--- src/rtl/grf.sv ---
// 2**DEPTH_LOG2 x WIDTH MIPS general register file with two read ports, one write port and a debug port.
// Latency: reads are combinational, with an optional write-through bypass; writes commit on the rising edge.
// Backpressure: none; a write is accepted on every edge where RegWrite=1.
module grf #(
    parameter int WIDTH      = 32,
    parameter int DEPTH_LOG2 = 5,
    parameter int BYPASS     = 1
) (
    input  logic                  clk,
    input  logic                  rst_n,
    input  logic                  RegWrite,
    input  logic [DEPTH_LOG2-1:0] Reg_rs,
    input  logic [DEPTH_LOG2-1:0] Reg_rt,
    input  logic [DEPTH_LOG2-1:0] Reg_rd,
    input  logic [WIDTH-1:0]      WData,
    output logic [WIDTH-1:0]      RData1,
    output logic [WIDTH-1:0]      RData2,
    input  logic [DEPTH_LOG2-1:0] Dbg_idx,
    output logic [WIDTH-1:0]      Dbg_data,
    output logic                  WB_valid,
    output logic [DEPTH_LOG2-1:0] WB_idx,
    output logic [WIDTH-1:0]      WB_data
);

    localparam int NREG = 1 << DEPTH_LOG2;

    logic [WIDTH-1:0] regs [NREG];
    logic             wr_en;

    // Writes to $0 are dropped here, so regs[0] never leaves its reset value.
    assign wr_en = RegWrite && (Reg_rd != '0);

    always_ff @(posedge clk or negedge rst_n) begin
        if (!rst_n) begin
            for (int i = 0; i < NREG; i++) begin
                regs[i] <= '0;
            end
        end else if (wr_en) begin
            regs[Reg_rd] <= WData;
        end
    end

    always_ff @(posedge clk or negedge rst_n) begin
        if (!rst_n) begin
            WB_valid <= 1'b0;
            WB_idx   <= '0;
            WB_data  <= '0;
        end else begin
            WB_valid <= wr_en;
            if (wr_en) begin
                WB_idx  <= Reg_rd;
                WB_data <= WData;
            end
        end
    end

    // Each read port resolves independently; the bypass only applies to a write that will actually commit.
    always_comb begin
        RData1 = '0;
        if (rst_n && (Reg_rs != '0)) begin
            if ((BYPASS != 0) && wr_en && (Reg_rs == Reg_rd)) begin
                RData1 = WData;
            end else begin
                RData1 = regs[Reg_rs];
            end
        end
    end

    always_comb begin
        RData2 = '0;
        if (rst_n && (Reg_rt != '0)) begin
            if ((BYPASS != 0) && wr_en && (Reg_rt == Reg_rd)) begin
                RData2 = WData;
            end else begin
                RData2 = regs[Reg_rt];
            end
        end
    end

    always_comb begin
        Dbg_data = '0;
        if (rst_n && (Dbg_idx != '0)) begin
            Dbg_data = regs[Dbg_idx];
        end
    end

    // An unknown write enable outside reset would silently skip or corrupt a write.
    always @(posedge clk) begin
        if (rst_n) begin
            assert (!$isunknown(RegWrite)) else $error("grf: RegWrite is unknown at clock edge");
        end
    end

endmodule

--- config.mk ---
export PLATFORM = sky130hd
export DESIGN_NAME = grf
export DESIGN_NICKNAME = d
export VERILOG_FILES = /design/src/rtl/grf.sv
export SDC_FILE = /design/constraint.sdc
export NUM_CORES = 2
export LEC_CHECK = 0
export CORE_ASPECT_RATIO = 0.75
export CORE_UTILIZATION = 40
export DETAILED_ROUTE_END_ITERATION = 12
export REMOVE_ABC_BUFFERS = 1
export SYNTH_ARGS = -nofsm -noshare
export SYNTH_HDL_FRONTEND = slang
export SYNTH_SLANG_ARGS = --single-unit
--- constraint.sdc ---
create_clock -name clk -period 8.2 [get_ports clk]
set_clock_uncertainty 0.1 [all_clocks]
set_input_delay 1.64 -clock clk [delete_from_list [all_inputs] [get_ports clk]]
set_output_delay 1.64 -clock clk [all_outputs]
set_load 0.02 [all_outputs]
==> metrics.md <==
| Metric | Value |
|---|---|
| Row count | `127` |
| Register area | `0.0266 mm²` |
| Hold path start | `regs[1013]` |
| Fillers | `14100` |
| Die W | `467 µm` |
| Footprint of the multi-input gates | `0.0360 mm²` |
| WL/cell | `35.9 µm` |
| Reg clk slew, reported paths | `60 ps` |
| Synth Area per Inst | `13.6 µm²` |
| Fin crit period | `7920 ps` |
| Total track usage | `30.2%` |
| Most frequent cells in the layout | `dfrtp_1 (1062), mux2_2 (953), mux2i_1 (574)` |
| Commonest non-fill, non-tap cell in the layout | `dfrtp_1` |
| Reg2reg end | `WB_idx[3]` |
| Hold Path Stages | `0` |
| Pin count of the biggest net entering global routing | `157` |
| PwrDens | `233 mW/mm²` |
| Inserted Clock Buffers | `116` |
| Setup TNS | `0 ps` |
| Main combinational cell family by area after synthesis | `multiplexers` |
| Die ar. | `0.164 mm²` |
| Startpoint Class | `input port` |
| Post-CTS setup buffers | `0` |
| Most Crowded Layer GR | `met2` |
| CTS H-tree depth | `3` |
| Vias | `47700` |
| CP max FO | `23` |
| Num Clock Sinks | `1062` |
| Unrepaired setup endpoints after global routing | `false` |
| Vias in the first global route | `46900` |
| Least-Margin Pin Slew | `1430 ps` |
| Inst Count DP | `6680` |
| FF-to-FF setup slack | `7230 ps` |
| Util after Layout | `45.4%` |
| Post-synthesis mux area share | `43.9%` |
| Post-Route WL | `248000 µm` |
| R2r worst-path depth | `2` |
| TritonRoute pass-1 iters | `6` |
| Area grow syn2layout | `12.4%` |
| Synth Area in XOR/XNOR | `0.135%` |
| Layout Cells excl Fill | `6909` |
| First-pass GRT wire length | `356000 µm` |
| Hold endpoint | `regs[1013]` |
| Crit Path Class | `in2out` |
| Top FF cell, synth | `dfrtp_1` |
| CTS root buf | `clkbuf_16` |
| Met1 usage | `43.0%` |
| GP Congestion | `0.833` |
| Initial core utilization | `40.4%` |
| Core Region | `0.160 mm²` |
| GRT overflow | `0` |
| Fraction of final layout cells sized beyond drive strength 1 | `40.1%` |
| Max-capacitance violation count | `0` |
| Worst r2r src | `WB_idx[3]` |
| Port buffer count | `188` |
| Via-per-instance ratio | `6.90` |
| Ports | `189` |
| M2 GR Usage | `43.0%` |
| Final Hold Viols | `0` |
| Max-slew headroom | `4.38%` |
| Resize count post-CTS | `0` |
| Final #Nets | `4726` |
| Initial DRC Count | `6157` |
| Sequential fraction of the synthesis area | `41.0%` |
| HPWL after DPL | `138000 µm` |
| DR DRC count | `0` |
| Status | `completed` |
| Fmax | `126 MHz` |
| Synth warn | `0` |
| Post-Syn Instances | `4766` |
| Die Span Y | `351 µm` |
| Hold Buf Count CTS | `0` |
| Initial antenna violation count | `9` |
| CTS Buffer Depth | `3` |
| Async SR Flop Fraction | `100%` |
| Worst path required time | `6460 ps` |
| Peak supply drop | `0.186 mV` |
| Worst-Skew Late Latency | `750 ps` |
| CTS tree | `yes` |
| DRT antenna net count | `0` |
| Tcrit/Tclk final | `96.6%` |
| Crit path DAT | `6180 ps` |
| Post-Synth Adder-Cell Area | `0%` |
| Synth Area in Compound Gates | `8.94%` |
| GR Util met3 | `8.86%` |
| CP endpoint kind | `output port` |
| Synth unique cells | `54` |
| Synth Cell Area | `0.0648 mm²` |
| Type of the worst min-delay path | `reg2reg` |
| Synth Area in Simple Gates | `1.99%` |
| Final setup violation count | `0` |
| Register bit total from synthesis | `1062` |
| Final Max Slew Viols | `0` |
| Post-synth EDFFs | `0` |
| Cell leakage power | `0.0310 µW` |
## metal layers
layer,wire [µm],vias to the layer above
li1,-,18700
met2,106000,2811
met3,26700,543
met4,9730,4
met1,106000,25600
met5,22,-
## final cells by class
class	instances	area share [%]
Antenna cell	8	0.0275
Clock buffer	171	4.88
Clock inverter	49	0.828
Inverter	6	0.0344
Multi-Input combinational cell	3137	49.4
Sequential cell	1062	36.5
Tap cell	2128	3.66
Timing Repair Buffer	348	4.73
## cells in the mapped netlist (all sizes together), types with 64 or more instances
cell type / number / area [µm²]
a22oi: 64 / 480
dfrtp: 1062 / 26600
a211oi: 96 / 721
mux2i: 574 / 5750
o221ai: 160 / 1400
a221oi: 64 / 654
buf: 280 / 1490
nand2: 157 / 589
clkbuf: 281 / 1060
mux2: 992 / 11200
a21oi: 128 / 641
o22ai: 95 / 594
mux4: 513 / 11600
## worst max-delay path by stage
| stage | endpoint | slack, ps | startpoint | cells after the start |
|---|---|---|---|---|
| 2_1_floorplan | RData2[0] | 1120 | Reg_rt[2] | 5 |
| 3_3_place_gp | RData2[24] | 660 | Reg_rd[4] | 8 |
| 3_5_place_dp | RData2[24] | 620 | Reg_rd[2] | 8 |
| 4_1_cts | RData2[24] | 550 | Reg_rd[2] | 8 |
| 5_1_grt | RData2[24] | 340 | Reg_rd[2] | 8 |
| 6_report | RData2[24] | 280 | Reg_rd[2] | 8 |
## registers in the layout (all words and copies together) (netlist names)
register  count
regs       1024
WB_data      32
WB_idx        5
WB_valid      1
## critical path, cell delays in order
cell	delay [ps]
clkdlybuf4s50_1	820
nor3_2	220
a21bo_4	340
o31ai_4	1170
buf_4	740
a211oi_1	160
a211o_1	390
clkdlybuf4s50_1	590
## cell families (layout without fill, tap and decap cells)
| group | count (synthesis) | in the layout |
|---|---|---|
| compound gates | 773 | 773 |
| xor+xnor | 10 | 10 |
| buf+inv | 567 | 574 |
| flops | 1062 | 1062 |
| mux | 2079 | 2079 |
| other cells | 0 | 8 |
| simple gates | 275 | 275 |
## power by group
group	switching (µW)	internal (µW)	total, µW
clock network	2390	3370	5760
registers	994	6220	7210
logic	1800	2230	4020
total	5180	11800	17000
## metrics by stage
stage	power (µW)	worst slack, ps	hold WS (ps)	cell area, µm²
floorplan	9610	1120	285	62200
global placement	11100	662	298	68600
detailed placement	11200	621	304	68600
CTS	17000	552	319	72800
global route	17600	336	336	72800
finish	17000	281	320	72800
Note: power is estimated with default switching activity, not from simulation.
